[config.mk]
export PLATFORM = sky130hd
export DESIGN_NAME = arith_share_ctrl
export DESIGN_NICKNAME = d
export VERILOG_FILES = /design/src/rtl/arith_share_pkg.sv /design/src/rtl/rr_arbiter.sv /design/src/rtl/arith_share_ctrl.sv
export SDC_FILE = /design/constraint.sdc
export NUM_CORES = 1
export LEC_CHECK = 0
export CAP_MARGIN = 25
export CORE_MARGIN = 3
export CORE_UTILIZATION = 64
export CTS_CLUSTER_DIAMETER = 200
export DETAILED_ROUTE_END_ITERATION = 10
export DONT_BUFFER_PORTS = 1
export GPL_TIMING_DRIVEN = 0
export PLACE_DENSITY = 0.81
export SYNTH_ARGS = -nofsm -noshare
export SYNTH_HDL_FRONTEND = slang
export SYNTH_HIERARCHICAL = 1
export SYNTH_SLANG_ARGS = --single-unit
[constraint.sdc]
create_clock -name clk -period 5.9 [get_ports clk]
set_input_delay 1.18 -clock clk [delete_from_list [all_inputs] [get_ports clk]]
set_output_delay 1.18 -clock clk [all_outputs]
set_load 0.02 [all_outputs]
[src/rtl/arith_share_pkg.sv]
// Shared types and default sizing for the arithmetic-sharing controller.
// Imported by the controller top and anything that needs its state names.
package arith_share_pkg;

    localparam int DEF_WIDTH = 8;
    localparam int DEF_NREQ  = 4;

    typedef enum logic [1:0] {
        IDLE,
        MUL,
        DONE
    } state_e;

endpackage

[src/rtl/rr_arbiter.sv]
// Combinational round-robin picker: searches upward from the requester after
// lastGnt_i, wrapping modulo NREQ, and returns a one-hot grant plus its index.
module rr_arbiter #(
    parameter int NREQ = 4,
    parameter int IDW  = $clog2(NREQ)
) (
    input  logic [NREQ-1:0] req_i,
    input  logic [IDW-1:0]  lastGnt_i,
    output logic [NREQ-1:0] gnt_o,
    output logic [IDW-1:0]  idx_o,
    output logic            valid_o
);

    logic [IDW-1:0] cand;

    // Walk offsets from farthest to nearest so the closest requester wins.
    always_comb begin
        gnt_o   = '0;
        idx_o   = '0;
        valid_o = 1'b0;
        cand    = '0;
        for (int off = NREQ; off >= 1; off--) begin
            cand = IDW'((int'(lastGnt_i) + off) % NREQ);
            if (req_i[cand]) begin
                gnt_o       = '0;
                gnt_o[cand] = 1'b1;
                idx_o       = cand;
                valid_o     = 1'b1;
            end
        end
    end

endmodule

[src/rtl/arith_share_ctrl.sv]
// Round-robin controller sharing one add / shift-add multiply datapath among
// NREQ requesters; results come back tagged with the served requester's ID.
module arith_share_ctrl
    import arith_share_pkg::*;
#(
    parameter  int NREQ  = DEF_NREQ,
    parameter  int WIDTH = DEF_WIDTH,
    localparam int IDW   = $clog2(NREQ)
) (
    input  logic                  clk,
    input  logic                  rst_n,
    input  logic [NREQ-1:0]       req_i,
    input  logic [NREQ*WIDTH-1:0] a_flat_i,
    input  logic [NREQ*WIDTH-1:0] b_flat_i,
    output logic [NREQ-1:0]       gnt_o,
    output logic                  busy_o,
    output logic                  done_o,
    output logic [IDW-1:0]        done_id_o,
    output logic [WIDTH:0]        sum_o,
    output logic [2*WIDTH-1:0]    product_o
);

    localparam int SW = $clog2(WIDTH + 1);

    state_e               state_q,   state_d;
    logic [NREQ-1:0]      gnt_q,     gnt_d;
    logic [IDW-1:0]       id_q,      id_d;
    logic [IDW-1:0]       lastGnt_q, lastGnt_d;
    logic [2*WIDTH-1:0]   mcand_q,   mcand_d;
    logic [WIDTH-1:0]     mplier_q,  mplier_d;
    logic [2*WIDTH-1:0]   acc_q,     acc_d;
    logic [SW-1:0]        step_q,    step_d;
    logic [WIDTH:0]       opSum_q,   opSum_d;
    logic [WIDTH:0]       sum_q,     sum_d;
    logic [2*WIDTH-1:0]   prod_q,    prod_d;

    logic [NREQ-1:0]      arbGnt;
    logic [IDW-1:0]       arbIdx;
    logic                 arbValid;
    logic [WIDTH-1:0]     aSel;
    logic [WIDTH-1:0]     bSel;
    logic [2*WIDTH-1:0]   addend;

    rr_arbiter #(
        .NREQ (NREQ),
        .IDW  (IDW)
    ) uArbiter (
        .req_i     (req_i),
        .lastGnt_i (lastGnt_q),
        .gnt_o     (arbGnt),
        .idx_o     (arbIdx),
        .valid_o   (arbValid)
    );

    assign aSel   = a_flat_i[arbIdx*WIDTH +: WIDTH];
    assign bSel   = b_flat_i[arbIdx*WIDTH +: WIDTH];
    assign addend = mplier_q[0] ? mcand_q : '0;

    always_ff @(posedge clk or negedge rst_n) begin
        if (!rst_n) begin
            state_q   <= IDLE;
            gnt_q     <= '0;
            id_q      <= '0;
            lastGnt_q <= IDW'(NREQ - 1);
            mcand_q   <= '0;
            mplier_q  <= '0;
            acc_q     <= '0;
            step_q    <= '0;
            opSum_q   <= '0;
            sum_q     <= '0;
            prod_q    <= '0;
        end else begin
            state_q   <= state_d;
            gnt_q     <= gnt_d;
            id_q      <= id_d;
            lastGnt_q <= lastGnt_d;
            mcand_q   <= mcand_d;
            mplier_q  <= mplier_d;
            acc_q     <= acc_d;
            step_q    <= step_d;
            opSum_q   <= opSum_d;
            sum_q     <= sum_d;
            prod_q    <= prod_d;
        end
    end

    // The sum is formed at acceptance but only published at DONE, so both
    // visible results change together and hold between completions.
    always_comb begin
        state_d   = state_q;
        gnt_d     = gnt_q;
        id_d      = id_q;
        lastGnt_d = lastGnt_q;
        mcand_d   = mcand_q;
        mplier_d  = mplier_q;
        acc_d     = acc_q;
        step_d    = step_q;
        opSum_d   = opSum_q;
        sum_d     = sum_q;
        prod_d    = prod_q;
        unique case (state_q)
            IDLE: begin
                if (arbValid) begin
                    state_d  = MUL;
                    gnt_d    = arbGnt;
                    id_d     = arbIdx;
                    mcand_d  = {{WIDTH{1'b0}}, aSel};
                    mplier_d = bSel;
                    acc_d    = '0;
                    step_d   = '0;
                    opSum_d  = {1'b0, aSel} + {1'b0, bSel};
                end
            end
            MUL: begin
                acc_d    = acc_q + addend;
                mplier_d = mplier_q >> 1;
                mcand_d  = mcand_q << 1;
                step_d   = step_q + SW'(1);
                if (step_q == SW'(WIDTH - 1)) begin
                    state_d = DONE;
                    prod_d  = acc_q + addend;
                    sum_d   = opSum_q;
                end
            end
            DONE: begin
                state_d   = IDLE;
                gnt_d     = '0;
                lastGnt_d = id_q;
            end
            default: state_d = IDLE;
        endcase
    end

    assign gnt_o     = gnt_q;
    assign busy_o    = (state_q != IDLE);
    assign done_o    = (state_q == DONE);
    assign done_id_o = id_q;
    assign sum_o     = sum_q;
    assign product_o = prod_q;

endmodule
# After elaboration in Yosys (flattened, before gate mapping)

Cells that the tools add are included.

Register bits: 88
Bits of input ports: 70

Add/sub/neg operators: 7
$lt $le $gt $ge: 8
Equality and inequality tests: 5
Shifts and indexed selects: 2
Mux-type cells: 42
Reduce and logical (&&, ||, !) cells: 13

Operators with widths:

| operator                                                              | count |
|---|---|
| 16-bit case mux with 2 select lines                                   | 2 |
| 32-bit by 6-bit indexed part select with 8-bit output                 | 2 |
| 16-bit 2-to-1 mux                                                     | 3 |
| 4-bit 2-to-1 mux                                                      | 6 |
| 16-bit adder                                                          | 1 |
| 4-bit case mux with 2 select lines                                    | 2 |
| 8-bit case mux with 2 select lines                                    | 1 |
| 2-bit by 3-bit < comparator with 1-bit output, second input constant  | 4 |
| 1-bit 2-to-1 mux                                                      | 12 |
| 2-bit 2-to-1 mux                                                      | 6 |
| 2-bit AND reduction                                                   | 5 |
| 8-bit by 8-bit adder with 9-bit output                                | 1 |
| 1-bit binary-select mux with 2-bit select                             | 4 |
| 1-bit demux with 2-bit select                                         | 4 |
| 2-bit by 1-bit >= comparator with 1-bit output, second input constant | 4 |
| 8-bit 2-to-1 mux                                                      | 1 |
| 2-bit nonzero test                                                    | 3 |
| 2-bit by 1-bit adder with 2-bit output, second input constant         | 2 |
| 2-bit adder, second input constant                                    | 2 |
| 4-bit by 1-bit adder with 4-bit output, second input constant         | 1 |
| 4-bit by 3-bit == test with 1-bit output, second input constant       | 1 |
| 1-bit logical AND                                                     | 4 |
| 2-bit != test, second input constant                                  | 2 |
| 2-bit case mux with 2 select lines                                    | 1 |
| other kinds (3)                                                       | 3 |

# Depth between registers and ports, before layout

Depth after elaboration: 11
Mapped depth: 19
Mapped depth without buffers: 15

# Modules after synthesis

The synthesis kept the hierarchy.

Modules (own cells, without submodules):

| module           | times used | cells each | area an instance (sq um) |
|---|---|---|---|
| arith_share_ctrl | 1          | 480        | 4,809.6 |
| rr_arbiter       | 1          | 70         | 553.0 |

# Worst setup path after synthesis

No wires, ideal clock.

Kind: flip-flop to flip-flop
Start: register lastGnt_q[0]
End: register opSum_q[8]
Setup time: 0.128 ns
Arrival: 4.643 ns
Required time: 5.772 ns
Path slack: 1.129 ns
Cell stages (with the launch flop): 20
Buffers on the path: 4
Cell sequence: dfstp_2 -> buf_4 -> inv_1 -> ha_1 -> buf_4 -> mux2_2 -> a21oi_1 -> o32ai_1 -> a211oi_1 -> buf_2 -> buf_2 -> mux4_2 -> ha_1 -> fa_1 -> a21o_1 -> a21oi_1 -> o21bai_1 -> a21o_1 -> a21oi_1 -> o21ai_0

Cells in the longest elaborated chain, start to end: 9
Elaborated cells between the ends (all ways): 24
Classes of those cells: 5 x add/sub; 2 x shift; 16 x mux; 1 x reduce/logical

RTL lines:

| item                                                                     | RTL line                                       | source |
|---|---|---|
| start: declaration                                                       | arith_share_ctrl.sv:28                         | `logic [IDW-1:0] lastGnt_q, lastGnt_d;` |
| start signal: assignment                                                 | arith_share_ctrl.sv:64                         | `lastGnt_q <= IDW'(NREQ - 1);` |
| start signal: assignment                                                 | arith_share_ctrl.sv:76                         | `lastGnt_q <= lastGnt_d;` |
| 2-bit by 1-bit adder with 2-bit output                                   | rr_arbiter.sv:23                               | `cand = IDW'((int'(lastGnt_i) + off) % NREQ);` |
| 1-bit binary-select mux with 2-bit select                                | rr_arbiter.sv:24                               | `if (req_i[cand]) begin` |
| 1-bit 2-to-1 mux (not written as such)                                   | rr_arbiter.sv:24                               |  |
| 2-bit 2-to-1 mux (3 in series)                                           | rr_arbiter.sv:24                               |  |
| 2-bit 2-to-1 mux (*)                                                     | rr_arbiter.sv:24                               |  |
| named net arbIdx[0]                                                      | arith_share_ctrl.sv:38                         | `logic [IDW-1:0] arbIdx;` |
| 32-bit by 6-bit indexed part select with 8-bit output (on tied branches) | arith_share_ctrl.sv:55, arith_share_ctrl.sv:56 |  |
| 8-bit by 8-bit adder with 9-bit output (*)                               | arith_share_ctrl.sv:111                        | `opSum_d = {1'b0, aSel} + {1'b0, bSel};` |
| end signal: assignment                                                   | arith_share_ctrl.sv:81                         | `opSum_q <= opSum_d;` |
| end: declaration                                                         | arith_share_ctrl.sv:33                         | `logic [WIDTH:0] opSum_q, opSum_d;` |

Mark *: on every way through the listed nets, which the timed path passes. The rest lies on a longest branch. The select of a mux whose other input is x is not followed.
A chain may end at the register's enable or synchronous reset.

# Final worst setup path

Start: register lastGnt_q[0]
End: register opSum_q[6]

Same word-level chain as after synthesis.

==> impl_metrics.ini <==
[placement]
placed_area_um2 = 5490
dp_hpwl_um = 9740
post-place-ws_ns = 0.4918
io_buffers = 0
gp_congestion = 0.9171

[sta]
fin_worst_skew_ns = 0.01735
fin_crit_ns = 5.469
worst_slew_pin_slew_ns = 0.5533
hold_violations = 0
maxSlewHeadroom_pct = 63.11
finalCritPeriodShare_pct = 92.70
setup_ws_ns = 0.4310
setup-violations-final = 0
setup_tns_ns = 0
drv_slew = 0
timing.fmax_mhz = 182.8
rsz0062_at_grt = false

[detailed_routing]
vias = 4309
wl_per_cell_um = 19.00
totalWireLength_um = 12690
route.detailed.drc = 0
drt_iter0_markers = 281
via_per_inst = 6.451
ant_nets = 0
first_pass_iters = 5

[clocking]
clk_latency_ns = 0.37
cts_tree = built
cts_setup_buffers = 0
path_clk_slew_ns = 0.10
cts_root_buf = clkbuf_8
htree_levels = 3
cts.sinks = 88
postCtsHoldBufs = 0
clock_path_buffers = 2
cts-resized-gates = 0
numCtsBuffers = 9

[setup_path]
cp_max_fo = 10
crit_path_top_delay_cell = dfstp_2
crit_path_max_incr_delay_ns = 0.61
path_buf_inv = 5
r2r_start = lastGnt_q[0]
r2r_end = opSum_q[6]
setup.worst_path.class = flip-flop to flip-flop
endpoint_kind = flip-flop
required_ns = 6.13
cp.arrival_ns = 5.70
crit_chain = buf_4, inv_1, ha_1, buf_4, mux2_2, a21oi_1, o32ai_1, a211oi_1, buf_2, buf_2, mux4_2, ha_1, fa_1, a21o_1, a21oi_1, o21bai_1, a21o_1, xnor2_1, o21ai_0
ff2ff_setup_slack_ns = 0.43
r2r_cells = 19
critPathTopFamily = compound AO/OA/AOI/OAI gates
crit_path_start_kind = flip-flop

[final_layout]
area_growth_pct = 6.136
fin_area_um2 = 5692
fin_nets = 663
antenna_cells = 0
drive_above_1_share_pct = 11.13

[global_routing]
grtUsageTotal_pct = 27.74
antenna_found_initial = 0
grt_pass1_vias = 4213
grt_pass1_wl_um = 21200
grt_max_degree = 89
grt_overflow = 0

[flow_run]
cap_violations = 0

[synthesis]
synthSimpleGateAreaFrac_pct = 14.44
synth_edf_count = 0
synth_top_family_by_area = compound AO/OA/AOI/OAI gates
syn_inst = 550
ys_warn_count = 6
synth_cell_types = 57
synth-compound-area-share_pct = 19.76
synthesis.nets = 652
synthAdderAreaFrac_pct = 7.746
synth-seq-cells = 88
syn_area_per_cell_um2 = 9.750
synth_area_um2 = 5363
yosysSeqAreaShare_pct = 41.11
synth_xor_area_share_pct = 3.103
yosys_most_used_dff = dfrtp_1
async_flop_share_pct = 100.0
synth_mux_area_share_pct = 9.683

[floorplanning]
die_h_um = 97.54
rows = 32
core_area_um2 = 7928
die_w_um = 97.54
start_util_pct = 67.65
dieArea_um2 = 9513
io_pins = 103

[min_path]
hp-start = opSum_q[2]
hold_path_class = flip-flop to flip-flop
hold_depth = 2
whs_endpoint = sum_o[2]

[power]
powerDensity_nw_per_um2 = 560.1
power_leakage_uw = 0.002570
vdd_drop_max_mv = 0.4085

[status]
status = completed
## power breakdown
part           internal [uW]  switching, uW
Sequential               864            303
Clock                    200            231
Combinational            670            921
## how the worst max path moves through the flow
| stage | from | to | slack (ns) | cells after the start |
|---|---|---|---|---|
| 5_1_grt | lastGnt_q[0] | opSum_q[6] | 0.09 | 19 |
| 3_5_place_dp | lastGnt_q[0] | opSum_q[6] | 0.49 | 19 |
| 3_3_place_gp | lastGnt_q[0] | opSum_q[6] | 0.56 | 19 |
| 2_1_floorplan | lastGnt_q[0] | opSum_q[8] | 1.13 | 19 |
| 4_1_cts | lastGnt_q[0] | opSum_q[6] | 0.47 | 19 |
| 6_report | lastGnt_q[0] | opSum_q[6] | 0.43 | 19 |
## per-stage QoR
stage	utilization, %	hold WS (ns)	power, uW	std cells
floorplan	-	0.4385	2319	550
global placement	69.26	0.4571	2651	652
detailed placement	69.26	0.4585	2738	652
CTS	71.80	0.4764	3171	668
global route	71.80	0.4676	3423	668
finish	71.80	0.4787	3188	668
## worst min-delay path, cell delays in order (launching register included)
cell and delay (ns):
dfrtp_1 0.35, nand2_1 0.06, nand2_1 0.05
## area by class of cell
type / instances / area [um^2]
Multi-Input combinational cell: 412 / 2935
Clock inverter: 7 / 77.57
Buffer: 36 / 170.2
Inverter: 14 / 52.55
Fill cell: 570 / 2236
Clock buffer: 9 / 123.9
Tap cell: 102 / 127.6
Sequential cell: 88 / 2205
## sequential cells by signal (all words and copies together) (netlist names)
signal / count
step_q: 4
done_id_o: 2
mcand_q: 16
sum_o: 9
acc_q: 16
gnt_o: 4
lastGnt_q: 2
mplier_q: 8
product_o: 16
state_q: 2
opSum_q: 9
## cells in the final DEF (no fill, tap or decap), types with 3 or more instances in the layout
| master | n |
|---|---|
| xor2_1 | 8 |
| mux4_2 | 16 |
| inv_1 | 13 |
| and2_1 | 18 |
| dfrtp_1 | 86 |
| mux2i_1 | 5 |
| nand4_1 | 3 |
| clkbuf_1 | 24 |
| a22oi_1 | 14 |
| nor2b_1 | 4 |
| buf_4 | 3 |
| buf_2 | 6 |
| inv_6 | 3 |
| xnor2_1 | 11 |
| mux2_2 | 5 |
| nand2b_1 | 4 |
| a21o_1 | 7 |
| o21bai_1 | 6 |
| nor3_1 | 3 |
| a211oi_2 | 3 |
| clkbuf_8 | 9 |
| ha_1 | 30 |
| a22o_1 | 16 |
| a21oi_1 | 20 |
| a32oi_1 | 4 |
| nand3_1 | 8 |
| nor2_1 | 18 |
| a31oi_1 | 4 |
| nand2_1 | 104 |
| a211oi_1 | 5 |
| o21ai_0 | 67 |
## routing by layer
metal	vias to the layer above	wire length, um	share of wire (%)	global-route usage (%)
met1	2077	5514	43	38.10
met4	0	263	2.1	9.691
li1	1999	-	-	-
met3	22	898	7.1	5.169
met5	-	0	0	0
met2	211	6012	47	44.44
## Yosys cell counts (4+ instances only)
| master | instances | share of area, % |
|---|---|---|
| mux4_2 | 16 | 6.7 |
| nor2_1 | 18 | 1.3 |
| xor2_1 | 8 | 1.3 |
| nand3_1 | 8 | 0.75 |
| a211oi_1 | 5 | 0.70 |
| mux2i_1 | 5 | 0.93 |
| a22o_1 | 16 | 2.6 |
| a32oi_1 | 4 | 0.65 |
| nand2_1 | 104 | 7.3 |
| a21oi_1 | 20 | 1.9 |
| mux2_2 | 5 | 1.0 |
| dfrtp_1 | 86 | 40 |
| inv_1 | 13 | 0.91 |
| nor2b_1 | 4 | 0.47 |
| ha_1 | 30 | 7.0 |
| o21bai_1 | 6 | 0.84 |
| clkbuf_1 | 24 | 1.7 |
| a21o_1 | 7 | 0.98 |
| and2_1 | 18 | 2.1 |
| a31oi_1 | 4 | 0.47 |
| nand2b_1 | 4 | 0.47 |
| a22oi_1 | 14 | 2.0 |
| buf_2 | 6 | 0.56 |
| o21ai_0 | 67 | 6.3 |
| xnor2_1 | 11 | 1.8 |
## kinds of logic after synthesis
| logic type | after synthesis |
|---|---|
| fa+ha+maj | 32 |
| mux | 28 |
| xor+xnor | 19 |
| flops | 88 |
| buf+inv | 50 |
| simple gates | 172 |
| compound gates | 161 |
No activity file was read; power rests on OpenSTA's default activity.
